--- src/rtl/kp_pkg.sv ---
// Shared definitions for the keypad scanner and its consumers: FSM state
// encoding, key code constants and the row/column to key code map.
package kp_pkg;

  typedef enum logic [1:0] {
    SCAN     = 2'd0,
    DEBOUNCE = 2'd1,
    PRESS    = 2'd2,
    RELEASE  = 2'd3
  } kp_state_t;

  localparam logic [3:0] KEY_ADD = 4'hA;
  localparam logic [3:0] KEY_SUB = 4'hB;
  localparam logic [3:0] KEY_MUL = 4'hC;
  localparam logic [3:0] KEY_DIV = 4'hD;
  localparam logic [3:0] KEY_EQ  = 4'hE;
  localparam logic [3:0] KEY_CLR = 4'hF;

  // Physical layout: rows top to bottom, columns left to right.
  //   r0: 1 2 3 +    r1: 4 5 6 -    r2: 7 8 9 *    r3: C 0 = /
  function automatic logic [3:0] key_map(input logic [1:0] row, input logic [1:0] col);
    logic [3:0] code;
    case ({row, col})
      4'b00_00: code = 4'h1;
      4'b00_01: code = 4'h2;
      4'b00_10: code = 4'h3;
      4'b00_11: code = KEY_ADD;
      4'b01_00: code = 4'h4;
      4'b01_01: code = 4'h5;
      4'b01_10: code = 4'h6;
      4'b01_11: code = KEY_SUB;
      4'b10_00: code = 4'h7;
      4'b10_01: code = 4'h8;
      4'b10_10: code = 4'h9;
      4'b10_11: code = KEY_MUL;
      4'b11_00: code = KEY_CLR;
      4'b11_01: code = 4'h0;
      4'b11_10: code = KEY_EQ;
      default:  code = KEY_DIV;
    endcase
    return code;
  endfunction

  // True when exactly one row line is pulled low.
  function automatic logic one_low(input logic [3:0] rows);
    return ($countones(~rows) == 1);
  endfunction

  // Index of the lowest active-low row line.
  function automatic logic [1:0] row_index(input logic [3:0] rows);
    logic [1:0] idx;
    if (!rows[0])      idx = 2'd0;
    else if (!rows[1]) idx = 2'd1;
    else if (!rows[2]) idx = 2'd2;
    else               idx = 2'd3;
    return idx;
  endfunction

  // One-cold column drive pattern for a column index.
  function automatic logic [3:0] col_drive(input logic [1:0] col);
    return ~(4'b0001 << col);
  endfunction

endpackage

--- src/rtl/kp_sync2.sv ---
// Two-flop synchronizer for the asynchronous, pulled-up keypad row lines.
module kp_sync2 (
  input  logic       CLK_1K,
  input  logic       RST,
  input  logic [3:0] d,
  output logic [3:0] q
);

  logic [3:0] meta;

  // Idle (released) rows read as all ones, so reset to that level.
  always_ff @(posedge CLK_1K or negedge RST) begin
    if (!RST) begin
      meta <= 4'hF;
      q    <= 4'hF;
    end else begin
      meta <= d;
      q    <= meta;
    end
  end

endmodule

--- src/rtl/keypad_scan.sv ---
// 4x4 matrix keypad scanner: walks a low column across the keypad, debounces
// the row response on press and release, and emits one flag pulse per key.
module keypad_scan
  import kp_pkg::*;
#(
  parameter int SCAN_DWELL   = 4,
  parameter int DEBOUNCE_CYC = 20,
  parameter int CNT_W        = 5
) (
  input  logic       CLK_1K,
  input  logic       RST,
  input  logic [3:0] row_in,
  output logic [3:0] col_out,
  output logic [3:0] key_value,
  output logic       flag,
  output logic       key_down
);

  localparam logic [CNT_W-1:0] DWELL_LAST = CNT_W'(SCAN_DWELL - 1);
  localparam logic [CNT_W-1:0] DEB_LAST   = CNT_W'(DEBOUNCE_CYC - 1);

  logic [3:0]       rows;
  logic [3:0]       row_latch;
  logic [1:0]       col_idx;
  logic [1:0]       next_col;
  logic [CNT_W-1:0] cnt;
  kp_state_t        state;

  kp_sync2 u_sync (
    .CLK_1K (CLK_1K),
    .RST    (RST),
    .d      (row_in),
    .q      (rows)
  );

  assign next_col = col_idx + 2'd1;

  // Scan/debounce/press/release sequencer; one counter serves dwell and debounce.
  always_ff @(posedge CLK_1K or negedge RST) begin
    if (!RST) begin
      state     <= SCAN;
      col_idx   <= 2'd0;
      col_out   <= 4'b1110;
      cnt       <= '0;
      row_latch <= 4'hF;
      key_value <= 4'h0;
      flag      <= 1'b0;
      key_down  <= 1'b0;
    end else begin
      flag <= 1'b0;
      case (state)
        SCAN: begin
          if (cnt == DWELL_LAST) begin
            if (rows == 4'hF) begin
              col_idx <= next_col;
              col_out <= col_drive(next_col);
              cnt     <= '0;
            end else begin
              row_latch <= rows;
              cnt       <= CNT_W'(1);
              state     <= DEBOUNCE;
            end
          end else begin
            cnt <= cnt + 1'b1;
          end
        end

        DEBOUNCE: begin
          if (rows != row_latch) begin
            col_idx <= next_col;
            col_out <= col_drive(next_col);
            cnt     <= '0;
            state   <= SCAN;
          end else if (cnt == DEB_LAST) begin
            cnt   <= '0;
            state <= one_low(row_latch) ? PRESS : RELEASE;
          end else begin
            cnt <= cnt + 1'b1;
          end
        end

        PRESS: begin
          key_value <= key_map(row_index(row_latch), col_idx);
          flag      <= 1'b1;
          key_down  <= 1'b1;
          cnt       <= '0;
          state     <= RELEASE;
        end

        RELEASE: begin
          if (rows == 4'hF) begin
            if (cnt == DEB_LAST) begin
              key_down <= 1'b0;
              col_idx  <= next_col;
              col_out  <= col_drive(next_col);
              cnt      <= '0;
              state    <= SCAN;
            end else begin
              cnt <= cnt + 1'b1;
            end
          end else begin
            cnt <= '0;
          end
        end

        default: state <= SCAN;
      endcase
    end
  end

endmodule

--- config.mk ---
export PLATFORM = sky130hd
export DESIGN_NAME = keypad_scan
export DESIGN_NICKNAME = d
export VERILOG_FILES = /design/src/rtl/kp_pkg.sv /design/src/rtl/kp_sync2.sv /design/src/rtl/keypad_scan.sv
export SDC_FILE = /design/constraint.sdc
export NUM_CORES = 1
export LEC_CHECK = 0
export BUFFER_PORTS_ARGS = -buffer_cell sky130_fd_sc_hd__buf_2
export CORE_AREA = 2 2 86 88
export CTS_CLUSTER_DIAMETER = 50
export DETAILED_ROUTE_END_ITERATION = 7
export DIE_AREA = 0 0 88 90
export GPL_TIMING_DRIVEN = 0
export PLACE_DENSITY_LB_ADDON = 0.12
export SETUP_SLACK_MARGIN = 0.1
export SYNTH_ARGS = -nofsm -noshare
export SYNTH_HDL_FRONTEND = slang
export SYNTH_SLANG_ARGS = --single-unit
--- constraint.sdc ---
create_clock -name CLK_1K -period 4.5 [get_ports CLK_1K]
set_input_delay 0.9 -clock CLK_1K [delete_from_list [all_inputs] [get_ports CLK_1K]]
set_output_delay 0.9 -clock CLK_1K [all_outputs]
set_load 0.01 [all_outputs]
### Word-level counts from Yosys, hierarchy flattened

Memory sizes are Yosys's and may differ from the RTL's. A register that Yosys moved wholly into a read port is not among the register bits.
Cells that the tools add are included.

* add/sub/neg operators: 5
* eq/ne operators: 15
* shift operators: 1
* muxes and demuxes: 34
* bitwise gates (word level): 3
* reductions and logical operators: 8

Operators with widths (count)
* $mux 2: 14
* $mux 4: 5
* $mux 5: 4
* $pmux 5 s4: 1
* $ne 2x2->1 const B: 6
* $pmux 4 s3: 1
* $not 4->4: 2
* $pmux 2 s4: 1
* $mux 1: 6
* $pmux 2 s3: 1
* $reduce_and 3->1: 2
* $reduce_and 6->1: 1
* $add 5x1->5 const B: 1
* $eq 5x2->1 const B: 1
* $eq 5x5->1 const B: 1
* $reduce_and 5->1: 1
* $add 1x1->2: 2
* $eq 2x2->1 const B: 2
* $eq 4x4->1 const B: 1
* $ne 4x4->1: 1
* $shl 1x2->4 const A: 1
* $add 2x2->3: 1
* $eq 3x1->1 const B: 1
* $ne 3x3->1 const B: 1
* 8 further kinds: 8

* register bits: 27
* bits in read-only memories: 64
* bits of input ports: 6
* memories: 1

Memories
* (no name shown): depth 16, width 4, rd ports 1, clocked after Yosys merged registers in 1, wr ports 0, RTL line kp_pkg.sv:23 `case ({row, col})`

### Depth between registers and ports, before layout

* depth in word-level cells: 8
* depth in mapped cells: 8

### Hierarchy

A second synthesis with hierarchy kept.

* cells, all modules: 142
* area total of the unflattened synthesis: 1597.8 um^2

Modules (own cells, without submodules)
* keypad_scan: instances 1, cells each 134, area an instance 1387.6 um^2
* kp_sync2: instances 1, cells each 8, area an instance 210.2 um^2

### Least setup slack after synthesis

No wires, ideal clock.

* path kind: reg2reg
* from: register row_latch[0]
* to: register state[0]
* setup time: 0.138 ns
* arrival time: 1.833 ns
* data required time: 4.362 ns
* slack: 2.529 ns
* stages on the path, launching flop included: 9
* cells stage by stage: dfstp_2 > fa_1 > inv_1 > ha_1 > ha_1 > nor2_1 > nand3_1 > a311oi_1 > a21oi_1

* cells in the longest elaborated chain, start to end: 8
* elaborated cells on any way between the ends: 11

RTL lines
* start, declared: RTL line keypad_scan.sv:23 `logic [3:0] row_latch;`
* start signal, assigned: RTL line keypad_scan.sv:59 `row_latch <= rows;`
* $not 4->4: RTL line kp_pkg.sv:46 `return ($countones(~rows) == 1);`
* $add 1x1->2 (implied by the code): RTL line kp_pkg.sv:46
* $add 2x2->3 (implied by the code): RTL line kp_pkg.sv:46
* $eq 3x1->1: RTL line kp_pkg.sv:46
* $mux 1: RTL line keypad_scan.sv:76 `state <= one_low(row_latch) ? PRESS : RELEASE;`
* $mux 2: RTL line keypad_scan.sv:74 `end else if (cnt == DEB_LAST) begin`
* $mux 2: RTL line keypad_scan.sv:69 `if (rows != row_latch) begin`
* $pmux 2 s4: RTL line keypad_scan.sv:51 `case (state)`
* end signal, assigned: RTL line keypad_scan.sv:76
* end, declared: RTL line keypad_scan.sv:27 `kp_state_t state;`

Several ways; a longest one is shown, not always the timed one. The select of a mux whose other input is x is not followed.
A chain may end at the register's enable or synchronous reset.

### Worst setup path after layout

Same ends and word-level chain as after synthesis.

==> reports/metrics.cfg <==
[finish]
final_cell_mix=buf_2, dfrtp_1, dfstp_2, nor2_1, o211ai_1
drive_gt1_frac=0.2747
fin_cells=281
antenna_cells=0
syn_to_final_growth_pct=16.62
final_common_cell=buf_2
final_area_mm2=0.001993
fin_nets=199

[clock_network]
cts_sinks=31
cts_buffer_depth=2
cts_hold_buf=0
cts_htree_levels=2
cts_root_buf=clkbuf_8
cts_resized=0
clkTransAtPathRegs_ns=0.08
cts_setup_buffers=0
worstSkewPairLatency_ns=0.29
tritoncts=done
cts_inserted_buffers=5

[timing]
period_minus_slack_ns=2.191
fin_tns_setup_ns=0
setup_viol_count_final=0
relSlewSlack=0.5217
finalMaxSlewViolations=0
fmax_mhz=456.4
rsz0062_at_grt=false
finalHoldViolations=0
finClkSkew_ns=0.009571
tightest_slew_ns=0.7175
timing.final.crit_share=0.4869
worst_slack_ns=2.309

[critical_path]
critPathArrivalTime_ns=2.34
worstSetupPathType=reg -> reg
cp_slowest_cell=dfstp_2
endpoint_kind=register
crit_path_start_kind=register
critPathMaxFanout=6
critPathTopFamily=adder cells
cpMostUsedCell=ha_1
critPathRequiredTime_ns=4.65
path_cells=fa_1 > inv_1 > ha_1 > ha_1 > nor2_1 > nand3_1 > a311oi_1 > a21oi_1
slowest_delay_ns=0.62
critPathBufInv=1

[place]
io_buffer_count=15
dp.cells=273
dpl_cell_area_mm2=0.001908
routabilityCongestion=0.7540
dp_worst_setup_slack_ns=2.283
dpl.hpwl_um=2675

[drt]
viasPerCell=4.448
num_vias=1250
drc=0
drt_iter0_markers=68
drtPass1Iterations=4
wl_per_cell_um=13.20
totalWireLength_um=3709
drtAntennaViolNets=0

[power_and_ir_drop]
p_int_mw=0.7201
pwr-share-comb=0.431
totalPowerFinal_mw=1.208
p_sw_frac=0.4037
power.density_mw_per_mm2=605.9
power.switching_mw=0.4876
irDropWorstVdd_uv=191.7
clkPwrFrac=0.182
seqPwrFrac=0.387
leakage_nw=0.8536

[logic_synthesis]
yosys_warnings=0
async_flop_share=1.000
synth-seq-cells=31
syn-num-nets=177
netlist_top_cells_area=dfrtp_1, dfstp_2, ha_1, o211ai_1, nand3_1
synthFlopType=dfrtp_1
syn_area_mm2=0.001709
synth_cells=159
synth_top_area_cell=dfrtp_1
netlist-cell-type-count=41
synth-edff-count=0
seq_area_frac_synth=0.4649
yosysTopAreaCellShare=0.2343
syn_avg_cell_area_um2=10.75

[global_routing]
grt_max_degree=32
antenna_found_initial=0
gr-total-overflow=0
grt_pass1_wl_um=6451
grt_pass1_vias=1299
grtUsageTotal=0.1045

[flow_run]
cap_violations=0

[floorplanning]
die_x_um=88
rows=31
die_area_mm2=0.007920
fp.dieH_um=90
initial_core_util=0.2435
io_pins=16
coreArea_mm2=0.007020

[run_status]
status=finished clean

[min_path]
worstHoldPathType=reg -> reg

==> cells by family after synthesis <==
kind of cell | share of synthesized area
compound gates | 0.1713
xor+xnor | 0.03587
fa+ha+maj | 0.09224
buf+inv | 0.04319
flops | 0.4649
mux | 0.02562
simple gates | 0.1669
==> state kept, by name, indices dropped and copies added, names as in the netlist, named ones only <==
name         flops
cnt              5
u_sync.q         4
key_value        4
flag             1
state            1
col_idx          2
row_latch        4
key_down         1
u_sync.meta      4
col_out          4
==> final timing paths <==
check	startpoint	end	slack [ns]	cells after the start
max in group asynchronous	RST	asynchronous set/reset pin	3.37	1
worst min-delay path	u_sync.meta[2]$_DFF_PN1_	u_sync.q[2]$_DFF_PN1_	0.35	0
worst max-delay path	row_latch[0]$_DFFE_PN1P_	state[0]$_DFFE_PN0P_	2.31	8
worst min register to register	u_sync.meta[2]$_DFF_PN1_	u_sync.q[2]$_DFF_PN1_	0.35	0
min in group asynchronous	RST	col_idx[1]$_DFFE_PN0P_	0.66	1
worst max register to register	row_latch[0]$_DFFE_PN1P_	state[0]$_DFFE_PN0P_	2.31	8
==> area by class of cell <==
cell class	instances	area (µm²)
Inverter	11	41.29
Tap cell	99	123.9
Multi-Input combinational cell	112	840.8
Clock buffer	6	72.57
Fill cell	734	5027
Timing Repair Buffer	15	75.07
Clock inverter	2	12.51
Sequential cell	31	794.5
Buffer	5	32.53
==> metrics by stage <==
step | hold WS (ns) | utilization
finish | 0.3454 | 0.2839
detailed placement | 0.3472 | 0.2718
CTS | 0.3445 | 0.2839
floorplan | 0.3452 | -
global placement | 0.3473 | 0.2718
global route | 0.3507 | 0.2839
==> cells in the mapped netlist, types with 2 or more instances <==
master,number
a211oi_1,2
nor4_1,2
dfrtp_1,16
mux2_2,3
o21ai_0,8
or3_1,2
ha_1,11
a21oi_1,4
o31a_1,2
nor2_1,12
buf_2,3
inv_1,11
nor2b_1,2
xor2_1,3
nand2_1,9
dfstp_2,15
a21o_1,5
nor3_1,3
xnor2_1,4
o211ai_1,12
nand3_1,10
==> metal layers <==
metal | track usage | up-vias | routed length (µm)
met5 | 0 | - | 0
met1 | 0.1375 | 614 | 1783
met3 | 0.03030 | 4 | 127
met2 | 0.1629 | 19 | 1775
met4 | 0.03462 | 0 | 22
li1 | - | 613 | -
==> power by group through the flow <==
stage	clock, mW	sequential, mW	combinational (mW)
floorplan	0	0.461	0.389
global placement	0	0.469	0.515
detailed placement	0	0.472	0.523
CTS	0.231	0.468	0.527
global route	0.244	0.485	0.588
finish	0.220	0.468	0.520
Power figures use the tool's default switching activity.
